[config.mk]
export PLATFORM = sky130hd
export DESIGN_NAME = serializer
export DESIGN_NICKNAME = d
export VERILOG_FILES = /design/src/rtl/serializer.sv
export SDC_FILE = /design/constraint.sdc
export NUM_CORES = 1
export LEC_CHECK = 0
export ABC_CLOCK_PERIOD_IN_PS = 1400
export BUFFER_PORTS_ARGS = -buffer_cell sky130_fd_sc_hd__buf_2
export CORE_ASPECT_RATIO = 1.2
export CORE_MARGIN = 1
export CORE_UTILIZATION = 40
export CTS_CLUSTER_DIAMETER = 50
export CTS_CLUSTER_SIZE = 10
export DETAILED_ROUTE_END_ITERATION = 7
export PLACE_DENSITY = 0.73
export SYNTH_ARGS = -nofsm -noshare
export SYNTH_HDL_FRONTEND = slang
export SYNTH_SLANG_ARGS = --single-unit
[constraint.sdc]
create_clock -name clk_i -period 1.4 [get_ports clk_i]
set_input_delay 0.07 -clock clk_i [delete_from_list [all_inputs] [get_ports clk_i]]
set_output_delay 0.07 -clock clk_i [all_outputs]
set_load 0.1 [all_outputs]
[src/rtl/serializer.sv]
// Parallel-to-serial converter: latches a word when idle and shifts it out MSB-first, one bit per clock.
// Latency: first bit one cycle after accept. Backpressure: input is ignored while busy_o is high; no stall on the output side.
module serializer #(
  parameter int DATA_BUS_WIDTH = 16,
  parameter int MOD_WIDTH      = $clog2(DATA_BUS_WIDTH)
) (
  input  logic                      clk_i,
  input  logic                      arst_n_i,
  input  logic [DATA_BUS_WIDTH-1:0] data_i,
  input  logic [MOD_WIDTH-1:0]      data_mod_i,
  input  logic                      data_val_i,
  output logic                      ser_data_o,
  output logic                      ser_data_val_o,
  output logic                      busy_o
);

  typedef enum logic {
    IDLE = 1'b0,
    SEND = 1'b1
  } state_t;

  state_t                    state_q, state_d;
  logic [DATA_BUS_WIDTH-1:0] shift_q, shift_d;
  logic [MOD_WIDTH:0]        cnt_q, cnt_d;
  logic                      short_word;
  logic [MOD_WIDTH:0]        n_bits;

  // Lengths of 1 and 2 cannot be framed by the far-end deserializer, so they are dropped.
  assign short_word = (data_mod_i == MOD_WIDTH'(1)) || (data_mod_i == MOD_WIDTH'(2));
  assign n_bits     = (data_mod_i == '0) ? (MOD_WIDTH+1)'(DATA_BUS_WIDTH)
                                         : {1'b0, data_mod_i};

  always_comb begin
    state_d = state_q;
    shift_d = shift_q;
    cnt_d   = cnt_q;
    if (state_q == IDLE) begin
      if (data_val_i && !short_word) begin
        shift_d = data_i;
        cnt_d   = n_bits;
        state_d = SEND;
      end
    end else begin
      shift_d = {shift_q[DATA_BUS_WIDTH-2:0], 1'b0};
      cnt_d   = cnt_q - 1'b1;
      if (cnt_d == '0) begin
        state_d = IDLE;
      end
    end
  end

  always_ff @(posedge clk_i or negedge arst_n_i) begin
    if (!arst_n_i) begin
      state_q <= IDLE;
      shift_q <= '0;
      cnt_q   <= '0;
    end else begin
      state_q <= state_d;
      shift_q <= shift_d;
      cnt_q   <= cnt_d;
    end
  end

  // Gate with state so a partially shifted word never leaks onto the line while idle.
  assign ser_data_val_o = (state_q == SEND);
  assign busy_o         = (state_q == SEND);
  assign ser_data_o     = shift_q[DATA_BUS_WIDTH-1] & (state_q == SEND);

endmodule

=== After elaboration in Yosys (flattened, before gate mapping) ===
Cells that the tools add are included.

* Bitwise operators: 1
* Equal/unequal tests: 2
* Add/subtract/negate cells: 1
* Muxes and demuxes: 8
* Reduce and logical (&&, ||, !) cells: 6

{| class="wikitable"
|+ Operators with widths
! kind !! count
|-
| 2-to-1 mux 16 bit || 2
|-
| 2-to-1 mux 5 bit || 3
|-
| logical NOT 5 bit || 1
|-
| subtractor 5 x 1 -> 5 bit, second input constant || 1
|-
| == test 4 x 1 -> 1 bit, second input constant || 1
|-
| == test 4 x 2 -> 1 bit, second input constant || 1
|-
| logical NOT 4 bit || 1
|-
| 2-to-1 mux 1 bit || 3
|-
| nonzero test 2 bit || 1
|-
| bitwise AND 1 bit || 1
|-
| logical AND 1 bit || 1
|-
| logical NOT 1 bit || 1
|-
| logical OR 1 bit || 1
|}

* Input port bits: 23
* Logic and storage cells: 21
* Bits in registers: 22
* Output and inout bits: 3

=== Longest topological paths before layout ===
* Word-level depth: 6
* Mapped depth: 6
* Depth with buffers taken out: 5

=== Least setup slack after synthesis ===
OpenSTA, ideal clock, no wires.

* Path type: reg-to-output
* Start: reg state_q (netlist: busy_o)
* End: out ser_data_o
* Data required time: 1.330 ns
* Stages on the path, launching flop included: 4
* Path slack: -0.823 ns
* Path buffers: 2
* Arrival: 2.153 ns
* Cells stage by stage: dfrtp_1 -> clkbuf_1 -> buf_2 -> and2_1

* Cells in the longest elaborated chain, start to end: 1

{| class="wikitable"
|+ Ends and longest elaborated chain
! element !! RTL line !! text
|-
| from (decl) || 22 || <nowiki>state_t state_q, state_d;</nowiki>
|-
| from (signal assigned) || 58 || <nowiki>state_q <= state_d;</nowiki>
|-
| bitwise AND 1 bit || 67 || <nowiki>assign ser_data_o = shift_q[DATA_BUS_WIDTH-1] & (state_q == SEND);</nowiki>
|-
| to (decl) || 12 || <nowiki>output logic ser_data_o,</nowiki>
|}

No other way between the ends.

=== Final worst setup path ===
* Start: reg cnt_q[1]
* End: reg state_q (netlist: busy_o)

* Cells in the longest elaborated chain, start to end: 4

{| class="wikitable"
|+ Ends and longest elaborated chain
! element !! RTL line !! text
|-
| from (decl) || 24 || <nowiki>logic [MOD_WIDTH:0] cnt_q, cnt_d;</nowiki>
|-
| from (signal assigned) || 60 || <nowiki>cnt_q <= cnt_d;</nowiki>
|-
| subtractor 5 x 1 -> 5 bit || 45 || <nowiki>cnt_d = cnt_q - 1'b1;</nowiki>
|-
| logical NOT 5 bit || 46 || <nowiki>if (cnt_d == '0) begin</nowiki>
|-
| 2-to-1 mux 1 bit || 46 ||
|-
| 2-to-1 mux 1 bit || 37 || <nowiki>if (state_q == IDLE) begin</nowiki>
|-
| net state_d || 22 ||
|}

The timed path passes the listed nets, and every way through them passes these cells.
A chain may end at the register's enable or synchronous reset.

==> flow_summary.yaml <==
drt:
  detailroute.via_count: 1048
  drcViolationCount: 0
  drtIter0Drc: 5
  avgViaCountPerCell: 5.40
  wire_per_inst_um: 14.7
  detail-route-antenna-nets: 0
  finalWirelength_um: 2850
  detail_route.first_pass.iterations: 4
die:
  core_region_area_um2: 2840
  floorplan.initialDensity: 0.425
  num_io_pins: 26
  die_height_um: 62.2
  dieArea_um2: 3240
  floorplan.rows: 21
  die_width_um: 52.2
layout:
  flow.area_growth_from_synthesis_pct: 26.5
  insertedDiodeCount: 0
  stdcell_area_um2: 1530
  post_route_cells_drive_above_1_share: 0.319
  layout.nets: 186
  fillerInstances: 271
worst_setup_path:
  crit_arrival_ps: 1540
  cp_max_fo: 4
  worst_r2r_path_depth: 5
  worst-path-stages: 5
  critical-path-top-delay-family: "flip-flops"
  cp_data_required_time_ps: 1590
  setup.worst_path.start_class: "flip-flop"
  timing.critical_path.cells: "inv_1, ha_1, buf_4, o31ai_2, a41oi_1"
  crit_buf_inv: 2
  crit_path_max_incr_delay_ps: 400
  crit_slowest_cell: "dfrtp_1"
  path_class: "reg -> reg"
  setup.worst_path.end_class: "flip-flop"
timing:
  fmax_mhz: 741
  slew-limit-headroom: 0.670
  finalCritPeriodShare: 0.964
  finalHoldViolations: 0
  final.min_clock_period_ps: 1350
  slew_viol_final: 0
  finalSetupViolCount: 0
  max_slew.worst_pin.slew_ps: 495
  holdWs_ps: 42.4
  fin_worst_skew_ps: 1.95
synthesis:
  yosys.cell_types.count: 29
  syn_inst: 130
  seq_area_frac_synth: 0.456
  postSynthAreaPerCell_um2: 9.29
  net_count_synth: 155
  synth_warnings: 0
  syn_area_um2: 1210
  synth_seq_cells: 22
global_routing:
  grt_antenna_before_repair: 0
  grt_pass1_wl_um: 4570
  first_global_vias: 1040
  globalRouteTotalUtil: 0.189
  grt_start_max_net_pins: 25
  grt-ovfl-total: 0
cts:
  cts.root.buffer_cell: "clkbuf_4"
  tritoncts_clock_tree: "yes"
  cts.sink_count: 22
  clkLatencyLatePin_ps: 310
  clk_pin_slew_ps: 130
  clock_tree.buffer_depth: 2
  tritoncts.num_buffers: 3
  clock_tree.htree_level_count: 1
power:
  leakagePower_uw: 0.000681
  power_density_nw_per_um2: 2300
  power.ir.vdd_worst_uv: 1260
run_status:
  outcome: "finished clean"
hold_path:
  min_delay_path_depth: 3
  min-delay-path-class: "in -> reg"
placement:
  dpl_cell_area_um2: 1420
  gp_congestion: 0.790
  hpwl_um: 1900
  port-buffer-count: 25
run:
  cap_viol_max_count: 0
[registers in the layout, summed over array words and instances (netlist names)]
signal / cells
busy_o: 1
cnt_q: 5
shift_q: 16
[Yosys cell counts (all sizes together)]
cell    count  share of area
nor2b      15          0.078
nor3        1         0.0041
xor2        1         0.0073
nand3b      1         0.0062
inv         2         0.0062
a22o        1         0.0073
ha          2          0.021
nor4        1         0.0052
nand2b      1         0.0052
and2        1         0.0052
clkbuf      3         0.0093
o31ai       2          0.012
nor3b       1         0.0062
a221oi      2          0.015
buf         7          0.041
o21bai      1         0.0062
dfrtp      22           0.46
nor2        2         0.0062
o21ai       2         0.0083
a41oi       1         0.0073
o31a        2          0.015
a21oi      35           0.17
mux2i       1         0.0083
xnor2       4          0.029
nand2      17          0.053
a211oi      2          0.012
[stage by stage]
stage	instances	setup WS, ps	utilization	TNS (ps)	total power, uW
2_1_floorplan	130	-4.91	-	-4.91	2410
3_3_place_gp	185	102	0.499	0	2800
3_5_place_dp	185	-11.5	0.499	-11.5	2900
4_1_cts	192	5.38	0.531	0	3460
5_1_grt	194	-5.38	0.538	-5.38	3740
6_report	194	50.7	0.538	0	3510
[layer usage]
| metal | wire (um) | share of wire | track usage | vias up |
|---|---|---|---|---|
| met2 | 1480 | 0.52 | 0.303 | 36 |
| met3 | 102 | 0.036 | 0.0319 | 6 |
| met1 | 1220 | 0.43 | 0.244 | 496 |
| met5 | 0 | 0 | 0 | - |
| met4 | 50 | 0.018 | 0.0855 | 0 |
| li1 | - | - | - | 510 |
[cell type report]
type | instances | area [um^2] | area share
Clock buffer | 3 | 22.5 | 0.0147
Multi-Input combinational cell | 96 | 606 | 0.396
Timing Repair Buffer | 36 | 265 | 0.174
Tap cell | 34 | 42.5 | 0.0278
Clock inverter | 1 | 30.0 | 0.0197
Sequential cell | 22 | 554 | 0.363
Inverter | 2 | 7.51 | 0.00491
[placed cells by master, fill, tap and decap left out, types with 2 or more instances in the layout]
master and instances:
xnor2_1 4, buf_12 3, buf_2 22, dfrtp_1 21, a21oi_1 27, ha_1 2
a21oi_2 8, o31ai_2 2, clkbuf_4 3, buf_4 8, dlygate4sd3_1 2, inv_1 2
nor2b_1 15, nor2_1 2, nand2_1 17, a211oi_1 2, o21ai_0 2, a221oi_1 2
o31a_1 2
[logic make-up after synthesis]
family	Yosys count	synth area share
flops	22	0.456
simple gates	40	0.169
compound gates	48	0.253
fa+ha+maj	2	0.0207
buf+inv	12	0.0570
mux	1	0.00829
xor+xnor	5	0.0363
[final timing paths]
path / from / end / slack [ps]
worst min-delay path: data_i[11] / shift_q[11] / 40
worst max-delay path: cnt_q[1] / busy_o / 50
worst max register to register: cnt_q[1] / busy_o / 50
min in group asynchronous: arst_n_i / cnt_q[2] / 240
worst min register to register: shift_q[1] / shift_q[1] / 530
max in group asynchronous: arst_n_i / busy_o / 790
[where the power goes]
group,internal (uW),switching [uW]
Combinational,808,1020
Clock,289,201
Sequential,940,256
Total,2040,1470
[worst min-delay path, stage by stage]
cell,delay [ps]
buf_2,90
a21oi_2,40
a21oi_1,120
[timing repair]
item | CTS | global route
hold endpoints to repair | 23 | 0
gates resized for setup | 1 | 1
endpoints found under the setup margin | 4 | 3
buffers inserted | 1 | 2
hold buffers | 2 | 0
cloned | 0 | 0
No activity file was read; power rests on OpenSTA's default activity.
